--- src/rtl/program_loader.sv ---
`default_nettype none
// ============================================================================
// Module      : program_loader
// Description : Byte-stream program loader. It receives a word count, then
//               big-endian instruction words, then an XOR checksum. It writes
//               the words into program memory and holds the CPU in reset until
//               a load completes with a good checksum.
// Revision    : 1.0 - initial release
// ============================================================================
module program_loader #(
    parameter int          MEMORY_DEPTH = 32,
    parameter logic [31:0] BASE_ADDR    = 32'h0040_0000
) (
    input  logic        clk,
    input  logic        reset,
    input  logic        start,
    input  logic [7:0]  rx_data,
    input  logic        rx_valid,
    output logic        rx_ready,
    output logic        mem_we,
    output logic [31:0] mem_addr,
    output logic [31:0] mem_wdata,
    output logic        cpu_reset,
    output logic        busy,
    output logic        done,
    output logic        error
);

    // One extra count of headroom, so that N == MEMORY_DEPTH fits without wrapping
    localparam int c_idx_w = $clog2(MEMORY_DEPTH + 1);

    typedef enum logic [2:0] {
        S_IDLE  = 3'd0,
        S_LEN   = 3'd1,
        S_DATA  = 3'd2,
        S_WRITE = 3'd3,
        S_CSUM  = 3'd4,
        S_DONE  = 3'd5,
        S_ERROR = 3'd6
    } state_t;

    state_t               r_state;
    state_t               w_next_state;
    logic [7:0]           r_len;
    logic [c_idx_w-1:0]   r_word_idx;
    logic [1:0]           r_byte_cnt;
    logic [7:0]           r_csum;
    logic [23:0]          r_word;
    logic [31:0]          r_mem_addr;
    logic [31:0]          r_mem_wdata;

    logic w_rx_ready;
    logic w_accept;
    logic w_len_bad;
    logic w_last_word;

    assign w_rx_ready  = (r_state == S_LEN) || (r_state == S_DATA) || (r_state == S_CSUM);
    assign w_accept    = rx_valid && w_rx_ready;
    assign w_len_bad   = (rx_data == 8'd0) || (32'(rx_data) > 32'(MEMORY_DEPTH));
    assign w_last_word = ((32'(r_word_idx) + 32'd1) == 32'(r_len));

    always_ff @(posedge clk or posedge reset) begin
        if (reset) begin
            r_state <= S_IDLE;
        end else begin
            r_state <= w_next_state;
        end
    end

    always_comb begin
        w_next_state = r_state;
        case (r_state)
            S_IDLE: begin
                if (start) w_next_state = S_LEN;
            end
            S_LEN: begin
                if (w_accept) w_next_state = w_len_bad ? S_ERROR : S_DATA;
            end
            S_DATA: begin
                if (w_accept && (r_byte_cnt == 2'd3)) w_next_state = S_WRITE;
            end
            S_WRITE: begin
                w_next_state = w_last_word ? S_CSUM : S_DATA;
            end
            S_CSUM: begin
                if (w_accept) w_next_state = (rx_data == r_csum) ? S_DONE : S_ERROR;
            end
            S_DONE, S_ERROR: begin
                if (start) w_next_state = S_LEN;
            end
            default: w_next_state = S_IDLE;
        endcase
    end

    // The write address and data are captured on the fourth byte, so they are
    // stable through WRITE and hold their values afterwards.
    always_ff @(posedge clk or posedge reset) begin
        if (reset) begin
            r_len       <= 8'd0;
            r_word_idx  <= '0;
            r_byte_cnt  <= 2'd0;
            r_csum      <= 8'd0;
            r_word      <= 24'd0;
            r_mem_addr  <= 32'd0;
            r_mem_wdata <= 32'd0;
        end else begin
            case (r_state)
                S_LEN: begin
                    if (w_accept && !w_len_bad) begin
                        r_len      <= rx_data;
                        r_word_idx <= '0;
                        r_byte_cnt <= 2'd0;
                        r_csum     <= 8'd0;
                    end
                end
                S_DATA: begin
                    if (w_accept) begin
                        r_word     <= {r_word[15:0], rx_data};
                        r_csum     <= r_csum ^ rx_data;
                        r_byte_cnt <= r_byte_cnt + 2'd1;
                        if (r_byte_cnt == 2'd3) begin
                            r_mem_addr  <= BASE_ADDR + (32'(r_word_idx) << 2);
                            r_mem_wdata <= {r_word, rx_data};
                        end
                    end
                end
                S_WRITE: begin
                    r_word_idx <= r_word_idx + c_idx_w'(1);
                end
                default: ;
            endcase
        end
    end

    assign rx_ready  = w_rx_ready;
    assign mem_we    = (r_state == S_WRITE);
    assign mem_addr  = r_mem_addr;
    assign mem_wdata = r_mem_wdata;
    assign cpu_reset = (r_state != S_DONE);
    assign busy      = (r_state == S_LEN) || (r_state == S_DATA) ||
                       (r_state == S_WRITE) || (r_state == S_CSUM);
    assign done      = (r_state == S_DONE);
    assign error     = (r_state == S_ERROR);

endmodule
`default_nettype wire

--- config.mk ---
export PLATFORM = sky130hd
export DESIGN_NAME = program_loader
export DESIGN_NICKNAME = d
export VERILOG_FILES = /design/src/rtl/program_loader.sv
export SDC_FILE = /design/constraint.sdc
export NUM_CORES = 1
export LEC_CHECK = 0
export CAP_MARGIN = 10
export CELL_PAD_IN_SITES_DETAIL_PLACEMENT = 0
export CELL_PAD_IN_SITES_GLOBAL_PLACEMENT = 1
export CORE_ASPECT_RATIO = 0.9
export CORE_MARGIN = 4
export CORE_UTILIZATION = 35
export DETAILED_ROUTE_END_ITERATION = 6
export PLACE_DENSITY_LB_ADDON = 0.3
export SKIP_LAST_GASP = 1
export SLEW_MARGIN = 20
export SYNTH_ARGS = -nofsm -noshare
export SYNTH_HDL_FRONTEND = slang
export SYNTH_SLANG_ARGS = --single-unit
--- constraint.sdc ---
create_clock -name clk -period 5 [get_ports clk]
set_input_delay 1.5 -clock clk [delete_from_list [all_inputs] [get_ports clk]]
set_output_delay 1.5 -clock clk [all_outputs]
set_load 0.005 [all_outputs]
# Word-level counts from Yosys, hierarchy flattened
# Index checks and enable logic that the tools add are counted.
# word_totals
register_bits	115
output_inout_bits	70
input_bits	12
word_cells	66
# op_classes
magnitude_cmp	1
mux	16
n_addsub	4
eq_ne	16
bitwise_logic	1
n_reduce_logical	20
# op_table
cell	count
$add 23x8->24 const A	1
$mux 3	6
$mux 8	2
$pmux 8 s2	1
$pmux 3 s5	1
$pmux 6 s2	1
$eq 3x3->1 const B	3
$eq 7x8->1	1
$eq 8x8->1	1
$gt 8x6->1 const B	1
$logic_not 8->1	1
$xor 8x8->8	1
$add 6x1->7 const B	1
$add 6x1->6 const B	1
$eq 3x2->1 const B	2
$mux 2	3
$mux 6	1
$ne 2x1->1 const B	3
$ne 2x2->1 const B	3
$reduce_and 2->1	3
$reduce_and 3->1	2
$logic_or 1x1->1	5
$pmux 2 s2	1
$reduce_and 4->1	1
9 further kinds	12

# Longest topological paths before layout
# depth
depth_word	7
ltp_mapped	8
mapped_depth_nobuf	7

# Least setup slack after synthesis
# Ideal clock, no wire load.
# synth_timing
kind	input to register
startpoint	input rx_data[0]
endpoint	register r_byte_cnt[0]
stages	7
required_time_ns	4.875
setup_slack_ns	1.737
n_path_buf	1
arrival_ns	3.137
setup_ns	0.125
cell_sequence	or4_1 -> o21ai_1 -> nand3_1 -> or3_4 -> nor2b_4 -> buf_6 -> mux2_4
# synth_between
elab_chain_len	6
# synth_rtl
item	line	rtl
start, declared	17	input logic [7:0] rx_data,
$gt 8x6->1 / $logic_not 8->1 (equally long branches)	59	assign w_len_bad = (rx_data == 8'd0) || (32'(rx_data) > 32'(MEMORY_DEPTH));
$logic_or 1x1->1 (*)	59	
$logic_not 1->1 (*)	109	if (w_accept && !w_len_bad) begin
$logic_and 1x1->1 (*)	109	
$ne 2x1->1 (no line) (*)	--	
$reduce_and 3->1 (no line) (*)	--	
end signal, assigned	120	r_byte_cnt <= r_byte_cnt + 2'd1;
end, declared	46	logic [1:0] r_byte_cnt;
# Every way passes the cells marked *; elsewhere a longest branch is shown, timed or not.
# A chain may end at the register's enable or synchronous reset.

# Worst setup path after layout
# layout_timing
startpoint	register r_state[2]
endpoint	output mem_we
# layout_between
elab_chain_len	1
# layout_rtl
item	line	rtl
start, declared	42	state_t r_state;
start signal, assigned	66	r_state <= w_next_state;
$eq 3x2->1	136	assign mem_we = (r_state == S_WRITE);
end, declared	20	output logic mem_we,
# No other way between the ends.

==> out/results.env <==
INITIAL_ANTENNA_VIOLATION_COUNT=0
PLACEMENT.IO_BUFFERS=56
CRITICAL_PATH.CELL_CHAIN='inv_1, nand3_1, inv_1, clkdlybuf4s50_1'
CTS_HOLD_REPAIR.BUFFERS=0
GRT_PASS1_VIAS=2606
CLOCK_INSERTION_DELAY_WORST_SKEW_NS=0.34
TIMING.CRITICAL_PATH.MODE_CELL='sky130_fd_sc_hd__inv_1'
FILLER_CELL_COUNT=1119
PLACEMENTROWS=37
TIMING.MAX_CAP.VIOLATIONS=0
SYN-INSTANCE-COUNT=332
INSERTED_DIODES=0
WORST_SLACK_AT_PLACEMENT_NS=1.02
CTS_MADE_BUFFERS=9
ASYNC_FLOP_SHARE_PCT=100
WORST_PATH_DOMINANT_CELL_FAMILY='buffers and inverters'
DRT_PRE_ANTENNA_ITERS=4
TIMING.FINAL.SETUP_VIOLATIONS=0
MAX_SLEW_MARGIN_PCT=36.0
NETS=402
SYNTHESIS.AREA_PER_INSTANCE_UM2=12.4
CTSROOTBUFFERMASTER='sky130_fd_sc_hd__clkbuf_16'
ROUTABILITYCONGESTION=0.767
POST_ROUTE_SETUP_SLACK_NS=1.31
BOUNDARYPINS=82
CLK_PIN_SLEW_NS=0.06
POST_ROUTE_CELLS_DRIVE_ABOVE_1_SHARE_PCT=23.7
LARGEST_NET_DEGREE_AT_THE_START_OF_GLOBAL_ROUTING=52
OVERFLOW=0
SYNTH_TOP_FLOP_CELL='sky130_fd_sc_hd__dfrtp_1'
POST_SYNTH_INSTANCE_AREA_UM2=4120
CLOCK-SINKS=90
CTS-RESIZED-GATES=0
RUN_STATUS='finished clean'
CRITICAL_PATH_PEAK_FANOUT=10
CTS_TREE='done'
WORSTPATHREQUIRED_NS=3.50
DRT_DRC_VIOLATIONS_LEFT=0
CRITPATHMAXSTAGEDELAY_NS=0.56
WIRE_LENGTH_OF_THE_FIRST_GLOBAL_ROUTING_PASS_MM=13.4
EFFECTIVE_UTILIZATION_AT_FLOORPLAN_PCT=35.8
FINALHOLDVIOLATIONS=0
MIN_PERIOD_NS=3.69
WIRE_PER_INST_UM=14.3
CTS_MAX_LEVEL=3
WORST_PATH_MAX_DELAY_CELL='sky130_fd_sc_hd__clkdlybuf4s50_1'
CTS_MAX_PATH_BUFFERS=2
FIN_HOLD_WS_NS=0.462
SYNTHDISTINCTLIBCELLS=38
PATH_CLASS='reg2out'
YOSYSWARNINGCOUNT=0
TOTAL_LEAKAGE_POWER_nW=2.27
RSZ0062_AT_GRT='false'
SYNTH_SEQ_AREA_SHARE_PCT=54.7
WIRELENGTH_MM=7.84
CORE_REGION_AREA_UM2=11500
CRITICAL_PATH_ARRIVAL_NS=2.19
TIGHTESTPINTRANSITION_NS=0.956
HPWLAFTERDP_MM=5.54
VIAS=2562
FLOORPLAN.DIE_AREA_UM2=13600
WORST_SKEW_NS=0.00499
HOLDCRITPATHCLASS='reg2reg'
TIMING_MAX_TRANSITION_VIOLATIONS_FINAL=0
DIE_X_UM=122
FIRST_ITER_VIOLATIONS=126
POWER_DENSITY_nW_PER_UM2=623
SYNTH-SEQ-CELLS=90
SETUP_TOTAL_NEGATIVE_SLACK_NS=0
BUFFERS_PLUS_INVERTERS_ON_THE_WORST_SETUP_PATH=3
NUMBER_OF_SYNTHESIZED_FLOPS_WITH_AN_ENABLE_PIN=0
POSTCTSSETUPREPAIRBUFS=0
DIE_HEIGHT_UM=111
CRITICAL_PATH.STARTPOINT_TYPE='flop'
GRT_USAGE_PCT=12.5
MAX-VDD-IR-DROP_mV=0.237
FINAL.PERIOD_UTILIZATION_PCT=73.8
FMAX_MHz=271
ROUTED_VIA_DENSITY=4.67
ANTENNA_LEFT=0
AREAGROWTHSYNTHTOFINISH_PCT=22.0
END_KIND='primary output'
layout make-up:
| class | count | area, um2 | area share [%] |
|---|---|---|---|
| flip-flops and latches | 90 | 2250 | 44.8 |
| multi-input cells | 220 | 1660 | 33.1 |
| clock buffers | 12 | 246 | 4.91 |
| clock inverters | 4 | 51.3 | 1.02 |
| inverters | 8 | 31.3 | 0.623 |
| well taps | 156 | 195 | 3.89 |
| repair buffers | 59 | 583 | 11.6 |
routing by layer:
| metal | wire [um] | track usage (%) | up-vias |
|---|---|---|---|
| li1 | - | - | 1228 |
| met1 | 3720 | 17.2 | 1267 |
| met2 | 3610 | 18.7 | 59 |
| met3 | 405 | 3.88 | 8 |
| met4 | 100 | 3.96 | 0 |
| met5 | 0 | 0 | - |
per-stage QoR:
stage / total power (W) / cells / utilization (%) / cell area (um2)
4_1_cts: 0.00319 / 549 / 43.7 / 5020
5_1_grt: 0.00337 / 549 / 43.7 / 5020
2_1_floorplan: 0.00199 / 356 / - / 4210
3_3_place_gp: 0.00248 / 533 / 41.2 / 4720
3_5_place_dp: 0.00251 / 533 / 41.2 / 4720
6_report: 0.00313 / 549 / 43.7 / 5020
Yosys cell counts, types with 2 or more instances:
| master | n | area share, % |
|---|---|---|
| sky130_fd_sc_hd__a211o_1 | 2 | 0.43 |
| sky130_fd_sc_hd__a21oi_1 | 10 | 1.2 |
| sky130_fd_sc_hd__a31oi_1 | 3 | 0.46 |
| sky130_fd_sc_hd__and2_1 | 2 | 0.30 |
| sky130_fd_sc_hd__and3_1 | 3 | 0.46 |
| sky130_fd_sc_hd__buf_2 | 3 | 0.36 |
| sky130_fd_sc_hd__buf_4 | 25 | 4.6 |
| sky130_fd_sc_hd__buf_6 | 2 | 0.55 |
| sky130_fd_sc_hd__clkbuf_1 | 7 | 0.64 |
| sky130_fd_sc_hd__dfrtp_1 | 90 | 55 |
| sky130_fd_sc_hd__ha_1 | 2 | 0.61 |
| sky130_fd_sc_hd__inv_1 | 8 | 0.73 |
| sky130_fd_sc_hd__mux2_2 | 69 | 19 |
| sky130_fd_sc_hd__mux2i_1 | 3 | 0.73 |
| sky130_fd_sc_hd__nand2_1 | 18 | 1.6 |
| sky130_fd_sc_hd__nand2b_1 | 2 | 0.30 |
| sky130_fd_sc_hd__nand3_1 | 9 | 1.1 |
| sky130_fd_sc_hd__nor2_1 | 12 | 1.1 |
| sky130_fd_sc_hd__nor2b_1 | 9 | 1.4 |
| sky130_fd_sc_hd__nor3_1 | 3 | 0.36 |
| sky130_fd_sc_hd__nor4_1 | 4 | 0.61 |
| sky130_fd_sc_hd__o21ai_0 | 9 | 1.1 |
| sky130_fd_sc_hd__o2bb2ai_1 | 8 | 1.7 |
| sky130_fd_sc_hd__or3_1 | 2 | 0.30 |
| sky130_fd_sc_hd__or4_1 | 2 | 0.36 |
| sky130_fd_sc_hd__xnor2_1 | 5 | 1.1 |
| sky130_fd_sc_hd__xor2_1 | 9 | 1.9 |
where the power goes:
part	internal [W]	leakage [nW]	switching, W
Combinational	0.000715	0.998	0.000431
Clock	0.000401	0.143	0.000268
Sequential	0.00107	1.13	0.000246
final timing paths:
path	start	end	slack (ns)	depth (start not counted)
hold reg to reg	mem_addr[22]$_DFFE_PP0P_	mem_addr[22]$_DFFE_PP0P_	0.46	1
hold / removal	mem_addr[22]$_DFFE_PP0P_	mem_addr[22]$_DFFE_PP0P_	0.46	1
setup / recovery	r_state[2]$_DFFE_PP0P_	mem_we	1.31	4
setup reg to reg	r_state[2]$_DFFE_PP0P_	mem_wdata[12]$_DFFE_PP0P_	2.57	5
min in group asynchronous	reset	mem_wdata[19]$_DFFE_PP0P_	1.64	2
max in group asynchronous	reset	r_word_idx[0]$_DFFE_PP0P_	2.53	3
flip-flops by register name, indices dropped and copies added (netlist names):
signal and count:
r_word_idx 6, r_byte_cnt 2, r_word 24, r_len 8
mem_addr 7, r_state 3, r_csum 8, mem_wdata 32
placed cells by master, fill, tap and decap left out, types with 5 or more instances in the layout:
| master | netlist | final |
|---|---|---|
| sky130_fd_sc_hd__nor2_1 | 12 | 11 |
| sky130_fd_sc_hd__inv_1 | 8 | 7 |
| sky130_fd_sc_hd__conb_1 | 1 | 25 |
| sky130_fd_sc_hd__nand2_1 | 18 | 17 |
| sky130_fd_sc_hd__clkbuf_16 | 0 | 9 |
| sky130_fd_sc_hd__xor2_1 | 9 | 9 |
| sky130_fd_sc_hd__o21ai_0 | 9 | 9 |
| sky130_fd_sc_hd__dfrtp_1 | 90 | 90 |
| sky130_fd_sc_hd__xnor2_1 | 5 | 5 |
| sky130_fd_sc_hd__mux2_2 | 69 | 69 |
| sky130_fd_sc_hd__a21oi_1 | 10 | 10 |
| sky130_fd_sc_hd__nor2b_1 | 9 | 9 |
| sky130_fd_sc_hd__o2bb2ai_1 | 8 | 8 |
| sky130_fd_sc_hd__clkdlybuf4s50_1 | 0 | 56 |
| sky130_fd_sc_hd__nand3_1 | 9 | 9 |
worst register-to-register path, stage by stage, from the launching register on:
cell                      delay [ns]
sky130_fd_sc_hd__dfrtp_1        0.46
sky130_fd_sc_hd__inv_1          0.20
sky130_fd_sc_hd__nand3_1        0.34
sky130_fd_sc_hd__nor2_2         0.23
sky130_fd_sc_hd__nand2_2        0.56
sky130_fd_sc_hd__mux2_2         0.52
cell families (layout without fill, tap and decap cells):
group           count (synthesis)  in the layout  share of synthesized area [%]
compound gates                 37             37                           5.75
xor+xnor                       14             14                           2.98
fa+ha+maj                       2              2                          0.608
buf+inv                        46             83                           7.18
flops                          90             90                           54.7
mux                            73             73                           20.0
other cells                     1             25                         0.0911
simple gates                   69             69                           8.69
(Power assumes the default switching activity.)
